**src/rtl/de_stage_pipe.sv**
```systemverilog
// de_stage_pipe: registered RV32I decode stage between IF and EX.
//
// Decodes one instruction per accepted handshake into register fields, a
// format-selected sign-extended immediate and control bits, and holds the
// result in an output register until EX consumes it. Load-use hazards against
// the instruction in EX hold the incoming instruction back, and every such
// stall cycle is counted in a saturating counter. Flush kills both the held
// and the incoming instruction.
//
// Ports:
//   clk, rst_n                  clock, asynchronous active-low reset
//   in_valid/in_ready           IF-side handshake
//   in_pc, in_ir                PC and instruction word from IF
//   flush                       redirect: drop held and incoming instruction
//   ex_mem_read, ex_rd          load-in-EX information for hazard detection
//   out_valid/out_ready         EX-side handshake
//   out_pc, out_ir              registered PC and instruction word
//   out_opcode/rd/rs1/rs2       fields of out_ir
//   out_imm                     sign-extended immediate
//   out_reg_write/mem_read/mem_write/illegal   decoded control bits
//   stall_cnt                   saturating count of hazard stall cycles
module de_stage_pipe #(
    parameter int XLEN      = 32,
    parameter int CNT_W     = 16,
    parameter int CSR_LEGAL = 1
) (
    input  logic             clk,
    input  logic             rst_n,
    input  logic             in_valid,
    output logic             in_ready,
    input  logic [XLEN-1:0]  in_pc,
    input  logic [31:0]      in_ir,
    input  logic             flush,
    input  logic             ex_mem_read,
    input  logic [4:0]       ex_rd,
    output logic             out_valid,
    input  logic             out_ready,
    output logic [XLEN-1:0]  out_pc,
    output logic [31:0]      out_ir,
    output logic [6:0]       out_opcode,
    output logic [4:0]       out_rd,
    output logic [4:0]       out_rs1,
    output logic [4:0]       out_rs2,
    output logic [XLEN-1:0]  out_imm,
    output logic             out_reg_write,
    output logic             out_mem_read,
    output logic             out_mem_write,
    output logic             out_illegal,
    output logic [CNT_W-1:0] stall_cnt
);

    localparam logic [6:0] OP_LOAD   = 7'b0000011;
    localparam logic [6:0] OP_IMM    = 7'b0010011;
    localparam logic [6:0] OP_REG    = 7'b0110011;
    localparam logic [6:0] OP_LUI    = 7'b0110111;
    localparam logic [6:0] OP_AUIPC  = 7'b0010111;
    localparam logic [6:0] OP_BRANCH = 7'b1100011;
    localparam logic [6:0] OP_JAL    = 7'b1101111;
    localparam logic [6:0] OP_JALR   = 7'b1100111;
    localparam logic [6:0] OP_STORE  = 7'b0100011;
    localparam logic [6:0] OP_SYSTEM = 7'b1110011;

    localparam logic [CNT_W-1:0] CNT_MAX = '1;

    typedef enum logic [2:0] {
        IMM_NONE, IMM_I, IMM_S, IMM_B, IMM_U, IMM_J
    } imm_fmt_e;

    // Sign-extend a 32-bit immediate to the datapath width.
    function automatic logic [XLEN-1:0] sext(input logic signed [31:0] v);
        logic signed [XLEN-1:0] w;
        w = XLEN'(v);
        return w;
    endfunction

    logic [6:0]      dec_opcode;
    logic [4:0]      dec_rd;
    logic [4:0]      dec_rs1;
    logic [4:0]      dec_rs2;
    imm_fmt_e        dec_fmt;
    logic [XLEN-1:0] dec_imm;
    logic            dec_reg_write;
    logic            dec_mem_read;
    logic            dec_mem_write;
    logic            dec_illegal;
    logic            uses_rs1;
    logic            uses_rs2;
    logic            hazard;
    logic            accept;

    logic             out_valid_d,     out_valid_q;
    logic [XLEN-1:0]  out_pc_d,        out_pc_q;
    logic [31:0]      out_ir_d,        out_ir_q;
    logic [XLEN-1:0]  out_imm_d,       out_imm_q;
    logic             out_reg_write_d, out_reg_write_q;
    logic             out_mem_read_d,  out_mem_read_q;
    logic             out_mem_write_d, out_mem_write_q;
    logic             out_illegal_d,   out_illegal_q;
    logic [CNT_W-1:0] stall_cnt_d,     stall_cnt_q;

    // Decode of the incoming instruction
    always_comb begin
        dec_opcode    = in_ir[6:0];
        dec_rd        = in_ir[11:7];
        dec_rs1       = in_ir[19:15];
        dec_rs2       = in_ir[24:20];
        dec_fmt       = IMM_NONE;
        dec_reg_write = 1'b0;
        dec_mem_read  = 1'b0;
        dec_mem_write = 1'b0;
        dec_illegal   = 1'b0;
        uses_rs1      = 1'b0;
        uses_rs2      = 1'b0;
        case (dec_opcode)
            OP_LOAD:   begin dec_reg_write = 1'b1; dec_mem_read = 1'b1; dec_fmt = IMM_I; uses_rs1 = 1'b1; end
            OP_IMM:    begin dec_reg_write = 1'b1; dec_fmt = IMM_I; uses_rs1 = 1'b1; end
            OP_REG:    begin dec_reg_write = 1'b1; uses_rs1 = 1'b1; uses_rs2 = 1'b1; end
            OP_LUI:    begin dec_reg_write = 1'b1; dec_fmt = IMM_U; end
            OP_AUIPC:  begin dec_reg_write = 1'b1; dec_fmt = IMM_U; end
            OP_BRANCH: begin dec_fmt = IMM_B; uses_rs1 = 1'b1; uses_rs2 = 1'b1; end
            OP_JAL:    begin dec_reg_write = 1'b1; dec_fmt = IMM_J; end
            OP_JALR:   begin dec_reg_write = 1'b1; dec_fmt = IMM_I; uses_rs1 = 1'b1; end
            OP_STORE:  begin dec_mem_write = 1'b1; dec_fmt = IMM_S; uses_rs1 = 1'b1; uses_rs2 = 1'b1; end
            OP_SYSTEM: dec_illegal = (CSR_LEGAL == 0);
            default:   dec_illegal = 1'b1;
        endcase
        // Writes to x0 are architecturally discarded; never request them.
        if (dec_rd == 5'd0) begin
            dec_reg_write = 1'b0;
        end

        case (dec_fmt)
            IMM_I:   dec_imm = sext({{20{in_ir[31]}}, in_ir[31:20]});
            IMM_S:   dec_imm = sext({{20{in_ir[31]}}, in_ir[31:25], in_ir[11:7]});
            IMM_B:   dec_imm = sext({{19{in_ir[31]}}, in_ir[31], in_ir[7], in_ir[30:25], in_ir[11:8], 1'b0});
            IMM_U:   dec_imm = sext({in_ir[31:12], 12'b0});
            IMM_J:   dec_imm = sext({{11{in_ir[31]}}, in_ir[31], in_ir[19:12], in_ir[20], in_ir[30:21], 1'b0});
            default: dec_imm = '0;
        endcase

        hazard   = in_valid && ex_mem_read && (ex_rd != 5'd0) &&
                   ((uses_rs1 && (dec_rs1 == ex_rd)) || (uses_rs2 && (dec_rs2 == ex_rd)));
        in_ready = (!out_valid_q || out_ready) && !hazard && !flush;
        accept   = in_valid && in_ready;
    end

    // Next state of the output register and stall counter
    always_comb begin
        out_valid_d     = out_valid_q;
        out_pc_d        = out_pc_q;
        out_ir_d        = out_ir_q;
        out_imm_d       = out_imm_q;
        out_reg_write_d = out_reg_write_q;
        out_mem_read_d  = out_mem_read_q;
        out_mem_write_d = out_mem_write_q;
        out_illegal_d   = out_illegal_q;
        stall_cnt_d     = stall_cnt_q;

        if (flush) begin
            out_valid_d = 1'b0;
        end else if (accept) begin
            out_valid_d     = 1'b1;
            out_pc_d        = in_pc;
            out_ir_d        = in_ir;
            out_imm_d       = dec_imm;
            out_reg_write_d = dec_reg_write;
            out_mem_read_d  = dec_mem_read;
            out_mem_write_d = dec_mem_write;
            out_illegal_d   = dec_illegal;
        end else if (out_ready) begin
            // EX took the held instruction and nothing replaces it: bubble.
            out_valid_d = 1'b0;
        end

        if (hazard && !flush && (stall_cnt_q != CNT_MAX)) begin
            stall_cnt_d = stall_cnt_q + CNT_W'(1);
        end
    end

    // Output pipeline register
    always_ff @(posedge clk or negedge rst_n) begin
        if (!rst_n) begin
            out_valid_q     <= 1'b0;
            out_pc_q        <= '0;
            out_ir_q        <= '0;
            out_imm_q       <= '0;
            out_reg_write_q <= 1'b0;
            out_mem_read_q  <= 1'b0;
            out_mem_write_q <= 1'b0;
            out_illegal_q   <= 1'b0;
            stall_cnt_q     <= '0;
        end else begin
            out_valid_q     <= out_valid_d;
            out_pc_q        <= out_pc_d;
            out_ir_q        <= out_ir_d;
            out_imm_q       <= out_imm_d;
            out_reg_write_q <= out_reg_write_d;
            out_mem_read_q  <= out_mem_read_d;
            out_mem_write_q <= out_mem_write_d;
            out_illegal_q   <= out_illegal_d;
            stall_cnt_q     <= stall_cnt_d;
        end
    end

    assign out_valid     = out_valid_q;
    assign out_pc        = out_pc_q;
    assign out_ir        = out_ir_q;
    assign out_opcode    = out_ir_q[6:0];
    assign out_rd        = out_ir_q[11:7];
    assign out_rs1       = out_ir_q[19:15];
    assign out_rs2       = out_ir_q[24:20];
    assign out_imm       = out_imm_q;
    assign out_reg_write = out_reg_write_q;
    assign out_mem_read  = out_mem_read_q;
    assign out_mem_write = out_mem_write_q;
    assign out_illegal   = out_illegal_q;
    assign stall_cnt     = stall_cnt_q;

endmodule

```
**config.mk**
```make
export PLATFORM = sky130hd
export DESIGN_NAME = de_stage_pipe
export DESIGN_NICKNAME = d
export VERILOG_FILES = /design/src/rtl/de_stage_pipe.sv
export SDC_FILE = /design/constraint.sdc
export NUM_CORES = 1
export LEC_CHECK = 0
export ABC_CLOCK_PERIOD_IN_PS = 4800
export BUFFER_PORTS_ARGS = -buffer_cell sky130_fd_sc_hd__buf_2
export CORE_ASPECT_RATIO = 1.25
export CORE_MARGIN = 2
export CORE_UTILIZATION = 41
export CTS_CLUSTER_SIZE = 40
export DETAILED_ROUTE_END_ITERATION = 7
export PLACE_DENSITY_LB_ADDON = 0.12
export SLEW_MARGIN = 40
export SYNTH_ARGS = -nofsm -noshare
export SYNTH_HDL_FRONTEND = slang
export SYNTH_SLANG_ARGS = --single-unit
```
**constraint.sdc**
```tcl
create_clock -name clk -period 4.8 [get_ports clk]
set_input_delay 0.48 -clock clk [delete_from_list [all_inputs] [get_ports clk]]
set_output_delay 0.48 -clock clk [all_outputs]
set_load 0.05 [all_outputs]
```
==> run metrics <==
# IOs approximately 220; GRT Overall Usage between 20% and 30%; initial antenna violation count 0; Leak Pwr approximately 0.0035 uW; H-tree depth 4; minimum clock period roughly 3.0 ns; number of synthesized flops with an enable pin 0; TritonCTS buffer count 17; CTS tree yes; worst slew pin tran 0.6978 ns; cts hold-fix bufs 0; pwr dens between 400 and 500 mW/mm2; CTS root buf clkbuf_16; vias in the first global route approximately 4500; fraction of layout cells with a size suffix above 1 47.73%; TritonRoute pass-1 iters 4; fin util roughly 54%; r2r startpoint out_valid; clock buffer depth 2; overall die area about 0.014 mm2; clock transition at the registers of the reported paths 0.05 ns; maximum VDD drop 0.0002878 V; worst-path cell chain buf_2 > or4_1 > o211ai_2 > a21oi_2 > nor3_1 > buf_2; core area ~0.013 mm2; top cell type's share of synthesized area a little over half; Initial Util 41.68%; Port Buf Inserts between 200 and 250; Relative slew margins between 50% and 60%; Async S/R FF share, synth 100.0%; placed cell areas between 0.006 and 0.007 mm2; most used cell, CP buf_2; first-pass GRT wire length approximately 23000 um; fin crit share between 60% and 70%; crit path DAT 2.51 ns; DR WL/cell around 17 um; vias per cell between 5 and 6; area occupied by multi-input gates roughly 0.0022 mm2; largest net degree at the start of global routing 76; dpl cells ~800; worst skew pair latency 0.40 ns; nets roughly 720; reg2reg setup slack between 2 and 3 ns; Post-route DRC 0; Post-Route WL about 15000 um; ys flop type dfrtp_1; gpl congestion about 0.86; area grow syn2layout 29.31%; setup bufs post-CTS 0; Routed Antenna Nets 0; synthesized area 0.005490 mm2; setup TNS 0 ns; Layout Skew between 0.007 and 0.008 ns; Placement Rows 47; vias around 4300; Crit-path slowest cell or4_1; syn nets between 500 and 600; CP required 4.32 ns; top cells by area, synth dfrtp_1, mux2_2, mux2_1; Avg Inst Size Synth 12.12 um2; RSZ-0062 raised after global routing false; Mapped Cells around 450; Largest delay share family, worst path simple AND/OR/NAND/NOR gates; die height 133.4 um; Iteration-0 DRC Markers 151; outcome finished, final reports clean; crit path buf inv count 2; crit path capture type output port; Worst R2R Path Depth 6; largest area contributor in the netlist dfrtp_1; ANT cells 0; max cap viols 0; Seq/Total Area, Yosys a little over half; design area between 0.007 and 0.008 mm2; Reg area between 0.002 and 0.003 mm2; fill count approximately 1200; library cells used by synthesis 53; Pins Over Slew Limit 0; Yosys warnings 0; FF+latch count, synth approximately 120; clk sinks between 100 and 150; hpwl dp 10450 um; CP startpoint kind primary input; Die X-Extent ~110 um; Worst R2R End out_ir[10]; CTS resizes 0; final setup fails 0; Fin. Hold Viols 0; crit path max fanout 13; highest clock rate approximately 330 MHz; kind of critical path in2out; max incr delay on CP 0.57 ns; Commonest cells post-synth dfrtp_1, mux2_2, buf_4, nand2_1, inv_1; worst min-delay path class in2async; top-count cell post-synth dfrtp_1; Overflow after GRT 0; Cell Count, Final, Fillers Out just over 800
[how the worst max path moves through the flow]
stage / start / to / slack, ns / cells after the start
finish: ex_rd[1] / in_ready / 1.81 / 6
global route: ex_rd[1] / in_ready / 1.62 / 6
CTS: ex_rd[1] / in_ready / 1.79 / 6
detailed placement: ex_rd[1] / out_pc[26] / 1.47 / 7
global placement: ex_rd[1] / out_pc[21] / 1.53 / 7
floorplan: ex_rd[1] / in_ready / 1.83 / 4
[placed cells by master, fill, tap and decap left out, types with 4 or more instances in the layout]
| cell type | instances |
|---|---|
| and3_1 | 5 |
| mux2_4 | 10 |
| o2111ai_1 | 4 |
| mux2_2 | 48 |
| clkinv_2 | 6 |
| nor3_1 | 5 |
| xnor2_1 | 12 |
| dfrtp_1 | 117 |
| xor2_1 | 11 |
| nor2_1 | 16 |
| mux2i_1 | 12 |
| and2_1 | 6 |
| o21ai_0 | 8 |
| a2bb2oi_1 | 8 |
| nand3_1 | 12 |
| nand2b_1 | 5 |
| clkbuf_16 | 17 |
| a21oi_1 | 14 |
| a22o_1 | 4 |
| nand4_1 | 12 |
| nand2_1 | 23 |
| nor4_1 | 9 |
| buf_2 | 213 |
| inv_1 | 18 |
| mux2_1 | 16 |
[state kept, by name, indices dropped and copies added, names as in the netlist]
signal         flops
out_mem_read       1
out_reg_write      1
out_mem_write      1
out_pc            32
out_valid          1
out_imm           32
stall_cnt         16
out_illegal        1
out_ir            32
[cell families (layout without fill, tap and decap cells)]
kind of cell	Yosys count	in the layout	share of synthesized area [%]
compound gates	59	59	7.840
mux	86	86	18.05
buf+inv	61	268	6.632
simple gates	106	106	10.26
flops	117	117	53.33
fa+ha+maj	1	1	0.2279
xor+xnor	23	23	3.669
[per-layer routing]
metal / GRT usage [%] / routed length [um] / vias up
li1: - / - / 1981
met3: 6.703 / 1107 / 8
met2: 35.19 / 7477 / 164
met5: 0 / 0 / -
met4: 6.695 / 135 / 0
met1: 25.35 / 5790 / 2132
[final cells by class]
cell class | count | share of cell area (%)
sequential | 117 | 41.24
multi-input combinational | 275 | 31.12
timing repair buffer | 218 | 15.65
clock buffer | 22 | 6.539
tap | 171 | 3.014
clock inverter | 10 | 1.480
inverter | 18 | 0.9517
[where the power goes]
part,switching (uW),internal [uW]
sequential,66.9,1100
clock,434,786
combinational,708,233
[through the flow]
stage          power (uW)  hold slack (ns)  setup slack [ns]
2_1_floorplan        1918           0.1844             1.829
3_3_place_gp         2120           0.4721             1.527
3_5_place_dp         2133           0.4798             1.468
4_1_cts              3365           0.1205             1.793
5_1_grt              3466           0.1226             1.616
6_report             3329          0.09690             1.812
[worst register-to-register path, delay by kind of cell (launching register included)]
family | cells | cell delay [ns]
multiplexers | 1 | 0.42
AO/OA/AOI/OAI | 1 | 0.10
flip-flops | 1 | 0.37
AND/OR/NAND/NOR | 3 | 0.56
buffers and inverters | 1 | 0.51
Note: power is estimated with default switching activity, not from simulation.
